--- src/rtl/z_m_serial_adder_pkg.sv ---
// Shared definitions for the digit-serial adder: FSM state encodings,
// default widths and the slice-counter width helper.
package z_adder_defs;

  typedef enum logic [1:0] {
    IDLE = 2'd0,
    RUN  = 2'd1,
    DONE = 2'd2
  } state_t;

  localparam int DEFAULT_N = 16;
  localparam int DEFAULT_M = 4;

  // Counter must hold values 0..k-1; never narrower than one bit.
  function automatic int cnt_width(input int k);
    return (k > 1) ? $clog2(k) : 1;
  endfunction

endpackage

--- src/rtl/z_m_sca_stage.sv ---
// Combinational M-bit ripple slice adder used once per cycle by the
// digit-serial adder.
module z_m_sca_stage #(
  parameter int M = 4
) (
  input  logic [M-1:0] a,
  input  logic [M-1:0] b,
  input  logic         c_in,
  output logic [M-1:0] sum,
  output logic         c_out
);

  logic [M:0] carry;

  assign carry[0] = c_in;

  for (genvar gi = 0; gi < M; gi++) begin : g_bit
    assign sum[gi]       = a[gi] ^ b[gi] ^ carry[gi];
    assign carry[gi + 1] = (a[gi] & b[gi]) | (a[gi] & carry[gi]) | (b[gi] & carry[gi]);
  end

  assign c_out = carry[M];

endmodule

--- src/rtl/z_m_serial_adder.sv ---
// Digit-serial N-bit adder processing M bits per clock, LSB slice first.
// Define Z_M_SERIAL_OVF_EN to add the signed-overflow output ovf.
module z_m_serial_adder
  import z_adder_defs::*;
#(
  parameter int N = DEFAULT_N,
  parameter int M = DEFAULT_M
) (
  input  logic         clk,
  input  logic         rst,
  input  logic         start,
  input  logic [N-1:0] a,
  input  logic [N-1:0] b,
  input  logic         c_in,
  output logic         busy,
  output logic         done,
  output logic [N-1:0] sum,
  output logic         c_out
`ifdef Z_M_SERIAL_OVF_EN
  ,
  output logic         ovf
`endif
);

  localparam int K  = N / M;
  localparam int CW = cnt_width(K);

  if (M < 1 || (N % M) != 0) begin : g_bad_params
    $error("z_m_serial_adder: N (%0d) must be a positive multiple of M (%0d)", N, M);
  end

  state_t          state_reg, state_next;
  logic [CW-1:0]   count_reg;
  logic [N-1:0]    a_sh_reg, b_sh_reg;
  logic            carry_reg;
  logic [N-1:0]    sum_reg;
  logic            c_out_reg;

  logic [M-1:0]    slice_sum;
  logic            slice_carry;
  logic            last_slice;
  logic [N-1:0]    sum_shifted;

  z_m_sca_stage #(.M(M)) u_stage (
    .a     (a_sh_reg[M-1:0]),
    .b     (b_sh_reg[M-1:0]),
    .c_in  (carry_reg),
    .sum   (slice_sum),
    .c_out (slice_carry)
  );

  assign last_slice = (count_reg == CW'(K - 1));

  // New slice enters at the top so the result is aligned after K shifts.
  if (K == 1) begin : g_single
    assign sum_shifted = slice_sum;
  end else begin : g_multi
    assign sum_shifted = {slice_sum, sum_reg[N-1:M]};
  end

  always_ff @(posedge clk) begin
    if (rst) state_reg <= IDLE;
    else     state_reg <= state_next;
  end

  always_comb begin
    state_next = state_reg;
    case (state_reg)
      IDLE:    if (start) state_next = RUN;
      RUN:     if (last_slice) state_next = DONE;
      DONE:    state_next = IDLE;
      default: state_next = IDLE;
    endcase
  end

  always_ff @(posedge clk) begin
    if (rst) begin
      count_reg <= '0;
      a_sh_reg  <= '0;
      b_sh_reg  <= '0;
      carry_reg <= 1'b0;
      sum_reg   <= '0;
      c_out_reg <= 1'b0;
    end else begin
      case (state_reg)
        IDLE: begin
          if (start) begin
            a_sh_reg  <= a;
            b_sh_reg  <= b;
            carry_reg <= c_in;
            count_reg <= '0;
          end
        end
        RUN: begin
          a_sh_reg  <= a_sh_reg >> M;
          b_sh_reg  <= b_sh_reg >> M;
          sum_reg   <= sum_shifted;
          carry_reg <= slice_carry;
          count_reg <= count_reg + CW'(1);
          if (last_slice) c_out_reg <= slice_carry;
        end
        default: ;
      endcase
    end
  end

`ifdef Z_M_SERIAL_OVF_EN
  logic a_msb_reg, b_msb_reg, ovf_reg;

  // The final slice's top bit is the result MSB, so overflow resolves on the last edge.
  always_ff @(posedge clk) begin
    if (rst) begin
      a_msb_reg <= 1'b0;
      b_msb_reg <= 1'b0;
      ovf_reg   <= 1'b0;
    end else if (state_reg == IDLE && start) begin
      a_msb_reg <= a[N-1];
      b_msb_reg <= b[N-1];
    end else if (state_reg == RUN && last_slice) begin
      ovf_reg <= (a_msb_reg == b_msb_reg) && (slice_sum[M-1] != a_msb_reg);
    end
  end

  assign ovf = ovf_reg;
`endif

  assign busy  = (state_reg != IDLE);
  assign done  = (state_reg == DONE);
  assign sum   = sum_reg;
  assign c_out = c_out_reg;

endmodule

--- config.mk ---
export PLATFORM = sky130hd
export DESIGN_NAME = z_m_serial_adder
export DESIGN_NICKNAME = d
export VERILOG_FILES = /design/src/rtl/z_m_serial_adder_pkg.sv /design/src/rtl/z_m_sca_stage.sv /design/src/rtl/z_m_serial_adder.sv
export SDC_FILE = /design/constraint.sdc
export NUM_CORES = 1
export LEC_CHECK = 0
export CAP_MARGIN = 20
export CORE_AREA = 3 3 67 100
export CTS_CLUSTER_DIAMETER = 200
export CTS_CLUSTER_SIZE = 10
export DETAILED_ROUTE_END_ITERATION = 10
export DIE_AREA = 0 0 70 103
export GPL_TIMING_DRIVEN = 0
export PLACE_DENSITY = 0.78
export SYNTH_ARGS = -nofsm -noshare
export SYNTH_HDL_FRONTEND = slang
export SYNTH_SLANG_ARGS = --single-unit
--- constraint.sdc ---
create_clock -name clk -period 2.2 [get_ports clk]
set_clock_uncertainty 0.15 [all_clocks]
set_input_delay 0.44 -clock clk [delete_from_list [all_inputs] [get_ports clk]]
set_output_delay 0.44 -clock clk [all_outputs]
set_load 0.02 [all_outputs]
==> results of run 1 <==
-- logic make-up after synthesis --
kind of cell,share of synthesized area
AO/OA/AOI/OAI,0.2558
buffers and inverters,0.1212
flip-flops,0.4633
AND/OR/NAND/NOR,0.1072
adder cells (fa/ha/maj),0.03968
multiplexers,0.01287
-- critical path: stages, from the launching register on --
cell and delay (ps):
dfxtp_2 330, inv_2 60, fa_2 200, inv_2 40
fa_2 330, fa_2 340, inv_2 60, fa_2 430
a211oi_2 180
-- cell type report --
type / count / share of cell area
inverter: 33 / 0.04015
timing repair buffer: 54 / 0.1736
multi-input combinational: 143 / 0.3191
tap: 72 / 0.02920
buffer: 20 / 0.05028
clock buffer: 8 / 0.03569
sequential: 54 / 0.3520
-- what timing repair did --
item / in CTS / in global routing
pin swaps: 2 / 4
gates resized for setup: 14 / 2
endpoints found under the hold margin: 0 / 0
hold buffers: 0 / 0
setup buffers: 1 / 0
setup endpoints to repair: 4 / 3
-- worst paths after layout --
kind	start	end	slack [ps]	cells past startpoint
worst max-delay path	a_sh_reg[0]	sum[15]	20	8
worst min-delay path	sum[2]	sum[2]	310	2
worst max register to register	a_sh_reg[0]	sum[15]	20	8
worst min register to register	sum[2]	sum[2]	310	2
-- metrics by stage --
stage,std cells,power [mW],setup WS [ps]
3_5_place_dp,376,1.452,-80.28
5_1_grt,384,2.169,-33.07
6_report,384,2.066,20.96
4_1_cts,384,2.079,-37.03
2_1_floorplan,251,1.308,48.52
3_3_place_gp,376,1.445,-19.80
-- power groups by stage --
| stage | registers (mW) | logic (mW) | clock network, mW |
|---|---|---|---|
| after floorplan | 1.10 | 0.204 | 0 |
| after global placement | 1.10 | 0.346 | 0 |
| after detailed placement | 1.10 | 0.352 | 0 |
| after CTS | 1.08 | 0.362 | 0.638 |
| after global routing | 1.09 | 0.397 | 0.684 |
| final | 1.08 | 0.358 | 0.628 |
-- cell usage in the layout (no fill, tap or decap) --
cell type / Yosys / layout
or2_2: 1 / 1
a211oi_2: 0 / 1
nand2_1: 28 / 28
a21oi_1: 45 / 45
ha_1: 1 / 1
nor2b_1: 1 / 1
fa_2: 0 / 4
mux2i_1: 3 / 3
buf_8: 2 / 2
and2b_4: 2 / 2
buf_6: 6 / 6
clkdlybuf4s50_1: 0 / 51
buf_1: 2 / 2
o21ba_1: 1 / 1
o21ai_0: 6 / 6
dlygate4sd2_1: 0 / 2
o221a_1: 20 / 20
dfxtp_2: 0 / 4
clkbuf_8: 0 / 8
nand2b_4: 1 / 1
clkbuf_1: 5 / 4
buf_4: 2 / 3
buf_2: 4 / 4
a211oi_1: 3 / 2
a22oi_1: 3 / 3
dfxtp_1: 54 / 50
nand2b_1: 1 / 1
inv_1: 33 / 28
a311oi_1: 1 / 1
nand3b_1: 6 / 6
nor3b_1: 1 / 1
inv_2: 0 / 5
nor3_1: 2 / 2
nor2_1: 8 / 8
o221a_2: 4 / 4
o21bai_1: 1 / 1
-- routing by layer --
metal,global-route usage,routed length (um),part of all wire
met1,0.1665,2201,0.42
met2,0.2884,2770,0.53
met3,0.03415,204,0.039
met4,0.04720,76,0.014
met5,0,0,0
==> results.cfg, run 1 <==
[hold_path]
hp-class = reg -> reg

[global_route]
grt_pass1_vias = 1878
grt_pass1_wl_um = 8700
grt_antenna_before_repair = 0
track_usage = 0.1515
grt_max_degree = 16
grt-ovfl-total = 0

[yosys]
synth_nets = 292
synth-seq-cells = 54
synth_top_area_cell = dfxtp_1
synth_top_area_frac = 0.4633
yosysWarnings = 0
synth_most_common_cell = dfxtp_1
synthArstFlopShare = 0
syn-cell-area_um2 = 2333
synth-edff-count = 0
synth_cells = 251
ys_top_cells_by_count = dfxtp_1, a21oi_1, inv_1, nand2_1, o221a_1
synth_top_flop_cell = dfxtp_1
synth_area_leaders = dfxtp_1, a21oi_1, o221a_1, inv_1, nand2_1
syn-mean-instance-area_um2 = 9.297
ys_types = 30
yosysSeqAreaShare = 0.4633

[timing]
max_slew_margin = 0.6827
timing.final.crit_share = 0.9905
min_period_ps = 2179
tns_ps = 0
setup-violations-final = 0
finalHoldViolations = 0
rsz0062_at_grt = true
hold_ws_ps = 309.7
tightest_slew_ps = 475.9
maxSlewViolCount = 0
max_freq_mhz = 458.9

[finish]
area_growth_pct = 32.23
drive_gt1_frac = 0.1442
final_area_um2 = 3085
postLayoutCoreUtil = 0.5256
fillers = 569
diodes = 0
multi_input_comb_area_um2 = 984.7
register_area_um2 = 1086
finalNetCount = 352

[power]
swShare = 0.2494
peakVddDrop_v = 0.0003625
p_switching_mw = 0.5153
internal_power_mw = 1.551
powerDensity_nw_per_um2 = 669.7
p_clk_frac = 0.304
leakage_nw = 1.144
seqPwrFrac = 0.522
pwr-share-comb = 0.173

[detailed_routing]
num_vias = 1938
drc_errors = 0
wl_per_cell_um = 13.68
ant_nets = 0
first_iter_violations = 44
wirelength_um = 5253
vias_per_cell = 5.047
drtPass1Iterations = 4

[status]
status = finished clean

[cts]
clock_latency_ps = 300
numCtsBuffers = 5
cts.path.max_buffers = 2
cts_tree = built
cts.htree.levels = 2
cts_root_buffer = clkbuf_8
path_clk_slew_ps = 90
cts.sinks = 54

[die]
start_util = 0.3975
core_area_um2 = 5871
die_h_um = 103
dieArea_um2 = 7210
core.rowCount = 34
io_pins = 55
die_w_um = 70

[placed_design]
placed_area_um2 = 2954
routabilityCongestion = 0.7561
dpl.hpwl_um = 4027
portBuffers = 53

[worst_setup_path]
start_kind = flip-flop
end_kind = flip-flop
crit_path_max_fanout = 2
arrival_ps = 2260
required_ps = 2280
worstSetupPathType = reg -> reg

[run]
maxCapViolCount = 0
Note: power is estimated with default switching activity, not from simulation.
==> inputs of run 2 (changes only) <==
--- a/config.mk
+++ b/config.mk
@@ -12,7 +12,8 @@
 export DETAILED_ROUTE_END_ITERATION = 10
 export DIE_AREA = 0 0 70 103
 export GPL_TIMING_DRIVEN = 0
-export PLACE_DENSITY = 0.78
+export PLACE_DENSITY = 0.77
+export SKIP_CTS_REPAIR_TIMING = 1
 export SYNTH_ARGS = -nofsm -noshare
 export SYNTH_HDL_FRONTEND = slang
 export SYNTH_SLANG_ARGS = --single-unit
==> results.cfg, run 2 (synthesis results as in run 1) <==
[cts]
cts_tree = built
cts.sinks = 54
cts.path.max_buffers = 2
numCtsBuffers = 5
path_clk_slew_ps = 90
clock_latency_ps = 300
cts_root_buffer = clkbuf_8
cts.htree.levels = 2

[worst_setup_path]
crit_buf_inv = 3
r2r_slack_ps = -1
crit_path_max_fanout = 2
cp_common_cell = fa_2
r2r_end = sum[15]
path_cells = inv_2 -> fa_2 -> inv_2 -> fa_2 -> fa_2 -> inv_2 -> fa_2 -> a211oi_2
ff2ff_path_depth = 8
start_kind = flip-flop
arrival_ps = 2280
required_ps = 2280
cpPeakStageDelay_ps = 420
r2r_start = a_sh_reg[0]
crit_family = adder cells
end_kind = flip-flop
critPathSlowestCell = fa_2
worstSetupPathType = reg -> reg

[timing]
tns_ps = -1.114
timing.final.crit_share = 1.001
maxSlewViolCount = 0
hold_ws_ps = 309.8
setup_ws_ps = -1.114
tightest_slew_ps = 484.6
finalHoldViolations = 0
setup-violations-final = 1
max_freq_mhz = 454.3
rsz0062_at_grt = true
max_slew_margin = 0.6770
min_period_ps = 2201

[placed_design]
dpl.cell_count = 376
dp_slack_ps = -105.9
dpl.hpwl_um = 4005
portBuffers = 53
placed_area_um2 = 2954
routabilityCongestion = 0.7948

[global_route]
grt_antenna_before_repair = 0
track_usage = 0.1476
grt_max_degree = 16
grtUsageMet1 = 0.1677
grt_pass1_wl_um = 8418
met3_usage = 0.03024
gr-max-usage-layer = met2
grt-ovfl-total = 0
grt_pass1_vias = 1786
grtUsageMet2 = 0.2753

[run]
maxCapViolCount = 0

[finish]
drive_gt1_frac = 0.1318
layout_common_cells = dfxtp_1, clkdlybuf4s50_1, a21oi_1, inv_1, nand2_1
diodes = 0
fin_cells = 383
final_area_um2 = 3090
fillers = 560
area_growth_pct = 32.44
final_common_cell = dfxtp_1
postLayoutCoreUtil = 0.5264
finalNetCount = 352

[power]
leakage_nw = 1.166
peakVddDrop_v = 0.0003287
finalPower_mw = 2.110
powerDensity_nw_per_um2 = 682.7

[die]
start_util = 0.3975
io_pins = 55
dieArea_um2 = 7210
die_h_um = 103
core_area_um2 = 5871
die_w_um = 70
core.rowCount = 34

[detailed_routing]
ant_nets = 0
num_vias = 1972
wl_per_cell_um = 13.81
first_iter_violations = 71
wirelength_um = 5289
drtPass1Iterations = 4
drc_errors = 0
vias_per_cell = 5.149

[hold_path]
min_to = sum[1]
hp-start = sum[1]
hp-class = reg -> reg
whs_path_depth = 2

[status]
violations = negative setup slack
status = finished with violations
[run 2: worst register-to-register path, cell delays in order, from the launching register on]
cell	delay, ps
dfxtp_2	330
inv_2	60
fa_2	200
inv_2	40
fa_2	340
fa_2	350
inv_2	60
fa_2	420
a211oi_2	180
[run 2: per-layer routing]
metal	part of all wire	routed length, um
met1	0.42	2238
met3	0.045	236
met5	0	0
met2	0.52	2739
met4	0.014	74
[run 2: cell type report]
type,instances,area [um^2],area share
clock inverter,1,30.03,0.009717
clock buffer,6,82.58,0.02672
inverter,33,123.9,0.04008
multi-input combinational,143,984.7,0.3186
buffer,21,160.2,0.05182
timing repair buffer,53,535.5,0.1733
sequential,54,1084,0.3506
tap,72,90.09,0.02915
[run 2: power breakdown]
part | internal, mW | total (mW) | switching [mW] | leakage (nW)
logic | 0.191 | 0.358 | 0.167 | 0.665
registers | 1.04 | 1.08 | 0.0393 | 0.445
clock network | 0.364 | 0.672 | 0.308 | 0.0573
[run 2: worst max path at each step]
stage / start / to / slack (ps) / cells after the start
floorplan: a_sh_reg[0] / sum[15] / 50 / 8
global placement: a_sh_reg[0] / sum[15] / -20 / 8
detailed placement: a_sh_reg[0] / sum[15] / -110 / 8
CTS: state_reg[1] / done / -250 / 3
global route: carry_reg / sum[15] / -50 / 8
finish: a_sh_reg[0] / sum[15] / -1 / 8
